### src/rtl/updown_counter_prog.sv
// Programmable-modulus up/down counter with run-time bound, variable step,
// parallel load, synchronous clear and wrap / saturate / one-shot end modes.
module updown_counter_prog #(
   parameter int unsigned WIDTH  = 8,
   parameter int unsigned STEP_W = 4
) (
   input  logic              clk,
   input  logic              rst,
   input  logic              clr,
   input  logic              load,
   input  logic [WIDTH-1:0]  load_val,
   input  logic              en,
   input  logic              up_down,
   input  logic [STEP_W-1:0] step,
   input  logic [WIDTH-1:0]  max_val,
   input  logic [1:0]        mode,
   output logic [WIDTH-1:0]  count,
   output logic              tc,
   output logic              done,
   output logic              at_zero,
   output logic              at_max
);

   typedef enum logic [1:0] {
      MODE_WRAP     = 2'd0,
      MODE_SAT      = 2'd1,
      MODE_ONESHOT  = 2'd2,
      MODE_WRAP_ALT = 2'd3
   } mode_e;

   localparam logic [WIDTH:0] ONE = {{WIDTH{1'b0}}, 1'b1};

   logic [WIDTH-1:0] r_count;
   logic             r_tc;
   logic             r_done;

   logic [WIDTH-1:0] w_count_nxt;
   logic             w_tc_nxt;
   logic             w_done_nxt;

   mode_e            w_mode;
   logic [WIDTH:0]   w_cnt_x;
   logic [WIDTH:0]   w_max_x;
   logic [WIDTH:0]   w_step_x;
   logic [WIDTH:0]   w_s;
   logic [WIDTH:0]   w_sum;
   logic [WIDTH:0]   w_sum_wrap;
   logic [WIDTH:0]   w_diff;
   logic [WIDTH:0]   w_diff_wrap;
   logic [WIDTH-1:0] w_load_clamped;
   logic             w_frozen;
   logic             w_saturating;

   // All arithmetic is carried at WIDTH+1 bits so count + s and
   // count + max_val + 1 never overflow before comparison.
   assign w_mode         = mode_e'(mode);
   assign w_cnt_x        = {1'b0, r_count};
   assign w_max_x        = {1'b0, max_val};
   assign w_step_x       = (WIDTH+1)'(step);
   assign w_s            = (w_step_x > w_max_x) ? w_max_x : w_step_x;
   assign w_sum          = w_cnt_x + w_s;
   assign w_sum_wrap     = w_sum - (w_max_x + ONE);
   assign w_diff         = w_cnt_x - w_s;
   assign w_diff_wrap    = w_cnt_x + w_max_x + ONE - w_s;
   assign w_load_clamped = (load_val > max_val) ? max_val : load_val;
   assign w_saturating   = (w_mode == MODE_SAT) || (w_mode == MODE_ONESHOT);
   assign w_frozen       = (w_mode == MODE_ONESHOT) && r_done;

   // Next-state selection: clr > load > enabled step.
   always_comb begin
      w_count_nxt = r_count;
      w_tc_nxt    = 1'b0;
      w_done_nxt  = r_done;
      if (clr) begin
         w_count_nxt = '0;
         w_done_nxt  = 1'b0;
      end else if (load) begin
         w_count_nxt = w_load_clamped;
         w_done_nxt  = 1'b0;
      end else if (en && !w_frozen && (w_s != '0)) begin
         if (w_cnt_x > w_max_x) begin
            // Bound was lowered beneath the current count: snap to it quietly.
            w_count_nxt = max_val;
         end else if (w_saturating) begin
            if (up_down) begin
               if (w_sum >= w_max_x) begin
                  w_count_nxt = max_val;
                  w_tc_nxt    = (r_count != max_val);
               end else begin
                  w_count_nxt = w_sum[WIDTH-1:0];
               end
            end else begin
               if (w_s >= w_cnt_x) begin
                  w_count_nxt = '0;
                  w_tc_nxt    = (r_count != '0);
               end else begin
                  w_count_nxt = w_diff[WIDTH-1:0];
               end
            end
            if ((w_mode == MODE_ONESHOT) && w_tc_nxt)
               w_done_nxt = 1'b1;
         end else begin
            if (up_down) begin
               if (w_sum > w_max_x) begin
                  w_count_nxt = w_sum_wrap[WIDTH-1:0];
                  w_tc_nxt    = 1'b1;
               end else begin
                  w_count_nxt = w_sum[WIDTH-1:0];
               end
            end else begin
               if (w_s > w_cnt_x) begin
                  w_count_nxt = w_diff_wrap[WIDTH-1:0];
                  w_tc_nxt    = 1'b1;
               end else begin
                  w_count_nxt = w_diff[WIDTH-1:0];
               end
            end
         end
      end
   end

   // Count, terminal-count pulse and sticky done flag registers.
   always_ff @(posedge clk or posedge rst) begin
      if (rst) begin
         r_count <= '0;
         r_tc    <= 1'b0;
         r_done  <= 1'b0;
      end else begin
         r_count <= w_count_nxt;
         r_tc    <= w_tc_nxt;
         r_done  <= w_done_nxt;
      end
   end

   assign count   = r_count;
   assign tc      = r_tc;
   assign done    = r_done;
   assign at_zero = (r_count == '0);
   assign at_max  = (r_count == max_val);

endmodule

### config.mk
export PLATFORM = sky130hd
export DESIGN_NAME = updown_counter_prog
export DESIGN_NICKNAME = d
export VERILOG_FILES = /design/src/rtl/updown_counter_prog.sv
export SDC_FILE = /design/constraint.sdc
export NUM_CORES = 1
export LEC_CHECK = 0
export BUFFER_PORTS_ARGS = -buffer_cell sky130_fd_sc_hd__buf_2
export CORE_ASPECT_RATIO = 1.5
export CORE_UTILIZATION = 50
export DETAILED_ROUTE_END_ITERATION = 10
export PLACE_DENSITY = 0.79
export SYNTH_ARGS = -nofsm -noshare
export SYNTH_HDL_FRONTEND = slang
export SYNTH_SLANG_ARGS = --single-unit
### constraint.sdc
create_clock -name clk -period 5.7 [get_ports clk]
set_clock_uncertainty 0.1 [all_clocks]
set_input_delay 0.285 -clock clk [delete_from_list [all_inputs] [get_ports clk]]
set_output_delay 0.285 -clock clk [all_outputs]
set_load 0.05 [all_outputs]
; Word-level counts from Yosys, hierarchy flattened
; Cells that the tools add are included.
[word_totals]
register_bits = 10
latchBits = 0
ram_bits = 0
mem_bits_ro = 0
inputBits = 28
out_inout_bits = 12
elab_cells = 70
n_memories = 0
[op_classes]
n_addsub = 7
mul = 0
div = 0
magnitude_cmp = 7
n_eq_ne = 5
shifts = 0
muxes = 35
bitwise_logic = 0
n_reduce_logical = 13
[op_table]
columns = op, n
row1 = $mux W8, 13
row2 = $gt A8 B8 Y1, 3
row3 = $sub A8 B8 Y8, 3
row4 = $mux W1, 22
row5 = $add A8 B1 Y8 const B, 2
row6 = $add A8 B8 Y9, 1
row7 = $ge A9 B8 Y1, 1
row8 = $gt A9 B8 Y1, 1
row9 = $reduce_bool A3 Y1, 3
row10 = $reduce_bool A9 Y1, 1
row11 = $add A8 B8 Y8, 1
row12 = $eq A8 B8 Y1, 1
row13 = $ge A8 B8 Y1, 1
row14 = $gt A4 B8 Y1, 1
row15 = $logic_not A8 Y1, 1
row16 = $ne A8 B8 Y1, 1
row17 = $reduce_bool A8 Y1, 1
row18 = $logic_and A1 B1 Y1, 4
row19 = $reduce_and A4 Y1, 1
row20 = $ne A3 B3 Y1 const B, 1
row21 = $eq A2 B1 Y1 const B, 1
row22 = $eq A2 B2 Y1 const B, 1
row23 = $logic_not A1 Y1, 1
row24 = $logic_or A1 B1 Y1, 1

; Depth between registers and ports, before layout
[depth]
word_depth = 18
ltp_mapped = 25
ltp_nobuf = 24

; Worst setup path before layout
; OpenSTA, ideal clock, no wires.
[synth_path]
path_type = input -> register
start = input port max_val[1]
end = register r_count[4] (netlist: count[4])
setup_time_ns = 0.137
arrival_time_ns = 4.948
t_required_ns = 5.463
slack_ns = 0.515
path_stages = 22
n_path_buf = 0
cell_sequence = inv_1 -> ha_1 -> nand4_1 -> nand2_1 -> o21bai_1 -> o21ai_0 -> inv_1 -> fa_1 -> nand2b_1 -> a211oi_1 -> nor2_1 -> o21ba_2 -> xor2_1 -> ha_1 -> a211oi_1 -> o21ai_0 -> o22ai_2 -> nand3_4 -> mux2_4 -> a221oi_2 -> o2111a_1 -> nor3_1
[synth_via]
elab_chain_cells = 11
elab_cells_between_ends = 30
cone_classes = add/sub: 7 / order compare: 7 / mux: 13 / reduce/logical: 3
[synth_rtl]
columns = item, line_no
row1 = "start, declared", 15  ; input logic [WIDTH-1:0] max_val,
row2 = $gt A4 B8 Y1, 60  ; assign w_s = (w_step_x > w_max_x) ? w_max_x : w_step_x;
row3 = $mux W8, 60
row4 = $add A8 B8 Y9, 61  ; assign w_sum = w_cnt_x + w_s;
row5 = $sub A8 B8 Y8 (tied with other cells), 62  ; assign w_sum_wrap = w_sum - (w_max_x + ONE);
row6 = "$mux W8, on equally long branches", "104, 86"
row7 = "$mux W8, on equally long branches", "103, 85"
row8 = $mux W8, 84  ; end else if (w_saturating) begin
row9 = $mux W8, 81  ; if (w_cnt_x > w_max_x) begin
row10 = $mux W8, 80  ; end else if (en && !w_frozen && (w_s != '0)) begin
row11 = $mux W8, 77  ; end else if (load) begin
row12 = $mux W8, 74  ; if (clr) begin
row13 = "end signal, assigned", 129  ; r_count <= w_count_nxt;
row14 = "end, declared", 33  ; logic [WIDTH-1:0] r_count;
; Several ways; a longest one is shown, not always the timed one. The select of a mux whose other input is x is not followed.
; A chain may end at the register's enable or synchronous reset.

; Final worst setup path
[layout_path]
start = input port max_val[7]
end = register r_count[4] (netlist: count[4])
; Same word-level chain as after synthesis.

==> metrics list <==
- Combinational family with the most area after synthesis: compound AO/OA/AOI/OAI gates
* Largest net degree at the start of global routing: 21
- Routability congestion estimate: a little over 1
* Overall die width: about 68 um
* Maximum achievable frequency: 186 MHz
- Number of port buffers: 39
- Number of routed nets with antenna violations: 0
- Area used by multi-input combinational logic: around 2800 sq um
- Total Routed Length: 10,400 um
- Worst path required time: 5.72 ns
- For the pin with the worst max-slew slack, the measured transition is 1.11 ns.
- The initial antenna violation count is 0.
* Insertion delay of the later-clocked pin in the worst-skew pair: 0.24 ns
- Xor/xnor share of the synthesized area: 7.01%
* Compound-gate portion of the synthesized area: 28.1%
* Logic gate share of total power: 81.3%
- Leading cell types by count after synthesis: sky130_fd_sc_hd__ha_1 (58), sky130_fd_sc_hd__inv_1 (38), sky130_fd_sc_hd__a21oi_1 (35)
* Cell with the most instances after synthesis: sky130_fd_sc_hd__ha_1
- Multiplexer share of the synthesized area: 4.62%
- Of the total power, the share spent switching nets is between 50% and 60%.
- Post-synthesis simple-gate area fraction: 18.4%
* Result of the run: finished clean
- Worst hold-check path type: in2reg
* P_sw: roughly 0.00057 W
* First-pass GRT wire length: 16,900 um
* Via count of the first global-routing pass: 3,506
- Floorplan die area: 6830 sq um
- In this run the static leakage power is 1.76 nW.
* Synthesized-area fraction occupied by adder cells: 26.6%
* Number of buffers inserted to repair setup after CTS: 0
- Share of Yosys cell area claimed by the top area cell type: ~22%
- Once the floorplan was initialized, standard cells occupied 52.3% of the core.
- The synthesized netlist occupies a cell area of 3250 sq um.
* Data arrival time of the worst path: 5.39 ns
- Global routing finished with a remaining overflow of 0.
* All-layer global routing usage: 32.8%
* Sequential area share after synthesis: around 7.7%
- The detailed router placed 3,472 vias in this run.
- Worst slack at placement: 0.0709 ns
* Tightest slew margin relative to the limit: approximately 26%
- sky130_fd_sc_hd__ha_1 takes more of the synthesized area than any other cell.
* Clock share of power: 8.7%
* Cell-internal power: 0.000488 W
* Endpoint type of the worst setup path: flip-flop
* DRT Pass-1 Iters: 8
- Sequential cells burn between 10% and 20% of the power.
* Placeable Area: 6220 sq um
- Post-synth ARST share: 100%
- The clock passes through at most 2 buffers.
* Ratio of routed vias to standard cells: between 6 and 7
- Register bit total from synthesis: 10
- Final critical delay including setup and external delays: about 5.4 ns
* # rows: 35
* Register cell area after layout: 250 sq um
- Overall power of the completed layout: 0.00106 W
- For this run, the share of the core covered by cells in the final layout is 58.3%.
* Final setup slack of the worst path: 0.330 ns
* Post-detailed-route DRC marker count: 0
- Adding up every negative setup slack in the final design gives 0 ns.
* Count of pins on the block boundary: 40
- Sinks on the clock net: 10
- Clock-pin slew on the worst setup and hold paths: 0.06 ns
- Number of nets in the final layout: 563
- The HPWL after detailed placement is 8300 um.
- Setup violators final: 0
- After detailed placement, the design holds a cell count of 538.
- Yosys mapped the design onto 67 distinct sky130hd cell types.
- The count of cells in the finished layout, fillers not included, comes to 543.
- Clock root buffer master: sky130_fd_sc_hd__clkbuf_8
- The count of pins over their slew limit is 0.
- Setup repair after global routing left no endpoint under its margin.
- Share of post-route cells with drive strength above 1: 15.8%
- Across the VDD grid, the largest voltage drop is 0.000154 V.
* Largest cells by area after synthesis: sky130_fd_sc_hd__ha_1 (22%), sky130_fd_sc_hd__dfrtp_1 (7.7%), sky130_fd_sc_hd__a21oi_1 (5.4%), sky130_fd_sc_hd__xnor2_1 (4.8%), sky130_fd_sc_hd__inv_1 (4.4%)
- TritonCTS clock tree: done
- Fill cells in the final layout number 601.
- Mean post-synth cell area: 7.68 sq um
- The most used flip-flop cell after synthesis is sky130_fd_sc_hd__dfrtp_1.
- Relative area change from synthesis to final layout: 11.6%
- The worst path uses 94.2% of the clock period.
- The worst setup path is launched from an input pin.
- In the final routed layout, each cell accounts on average for 19.1 um.
- By startpoint and endpoint, the worst setup path is classified as in2reg.
- CTS built an H-tree with a depth of 1.
- Die extent in y: 101 um
* EDFF count, synth: 0
- The number of clock buffers added by TritonCTS is 3.
* Max Cap Viol: 0
- Hold Fails Final Rpt: 0
* Initial drt markers: 357
- The number of antenna diodes in the final layout is 0.
- Post-synthesis instance total: 423
- Pwr Density: 293 nW/um^2
* Count of warnings emitted by yosys: 0
* Maximum fanout along the worst path: 15
==> power groups by stage <==
stage	registers, W	clock network, W	logic [W]
3_5_place_dp	0.000106	0	0.000839
4_1_cts	0.000105	0.0000921	0.000847
2_1_floorplan	0.000129	0	0.000633
5_1_grt	0.000108	0.0000975	0.000941
3_3_place_gp	0.000106	0	0.000820
6_report	0.000106	0.0000924	0.000863
==> sequential cells by signal, summed over array words and instances (netlist names) <==
register  flops
done          1
count         8
tc            1
==> cells in the final DEF (no fill, tap or decap), drive strengths merged, types with 2 or more instances in the layout <==
master    n
clkbuf    4
fa        7
a2111oi   2
o22ai     2
a311oi    2
mux2i     9
nor4      3
o21a      4
o21bai    6
nand4     9
a221oi    3
nand3b    3
inv      38
buf      51
nand3     9
nor3     17
nand2b    7
a31oi     5
dfrtp    10
or4       3
nor2     32
mux2      5
xor2      8
o221ai    2
nor2b     5
a21oi    36
o21ai    27
a211o     4
or2       3
xnor2    18
a211oi    7
o211ai   10
nand2    25
a21o     10
conb      8
o32ai     3
ha       58
o2111ai   2
==> logic make-up after synthesis <==
kind of cell	count (synthesis)
other cells	2
simple gates	119
fa+ha+maj	65
xor+xnor	26
buf+inv	55
flops	10
compound gates	132
mux	14
==> per-stage QoR <==
step	hold WS [ns]	instance area, sq um
after CTS	0.292	3620
final	0.295	3630
after floorplan	0.0252	3270
after global routing	0.287	3630
after global placement	0.194	3560
after detailed placement	0.197	3560
==> final timing paths <==
check	slack (ns)	depth (start not counted)	end	from
max reg2reg	1.16	17	count[4]$_DFFE_PP0N_	count[0]$_DFFE_PP0N_
min	0.29	3	count[0]$_DFFE_PP0N_	load_val[0]
max	0.33	22	count[4]$_DFFE_PP0N_	max_val[7]
min reg2reg	0.50	2	done$_DFFE_PP0P_	done$_DFFE_PP0P_
max in group asynchronous	4.70	3	count[0]$_DFFE_PP0N_	rst
min in group asynchronous	0.48	3	count[5]$_DFFE_PP0N_	rst
==> routing by layer <==
| layer | GRT usage, % | vias up | routed length (um) |
|---|---|---|---|
| li1 | - | 1628 | - |
| met5 | 0 | - | 0 |
| met1 | 37.3 | 1591 | 3910 |
| met4 | 22.1 | 0 | 816 |
| met3 | 4.98 | 71 | 626 |
| met2 | 54.7 | 182 | 5040 |
==> cell type report <==
cell class	count	share of cell area (%)
multi-input combinational	364	76.9
timing repair buffer	52	8.14
sequential	10	6.90
inverter	39	4.04
tap	74	2.55
clock buffer	4	1.52
==> repair_timing <==
action	CTS	global route
endpoints found under the setup margin	0	6
hold buffers	1	0
gates resized for setup	0	2
endpoints found under the hold margin	10	0
==> worst max-delay path, cell delays in order <==
cell	delay, ns
sky130_fd_sc_hd__buf_2	0.13
sky130_fd_sc_hd__nor4_1	0.49
sky130_fd_sc_hd__nand2_1	0.15
sky130_fd_sc_hd__o21bai_2	0.30
sky130_fd_sc_hd__o21ai_1	0.27
sky130_fd_sc_hd__ha_1	0.26
sky130_fd_sc_hd__inv_1	0.07
sky130_fd_sc_hd__fa_1	0.38
sky130_fd_sc_hd__nand2b_1	0.18
sky130_fd_sc_hd__a211oi_1	0.32
sky130_fd_sc_hd__nor2_1	0.07
sky130_fd_sc_hd__o21ba_2	0.22
sky130_fd_sc_hd__xor2_1	0.15
sky130_fd_sc_hd__ha_1	0.37
sky130_fd_sc_hd__a211oi_1	0.28
sky130_fd_sc_hd__o21ai_0	0.15
sky130_fd_sc_hd__o22ai_2	0.19
sky130_fd_sc_hd__nand3_4	0.24
sky130_fd_sc_hd__mux2_4	0.36
sky130_fd_sc_hd__a221oi_2	0.27
sky130_fd_sc_hd__o2111a_1	0.20
sky130_fd_sc_hd__nor3_1	0.05
Note: power is estimated with default switching activity, not from simulation.
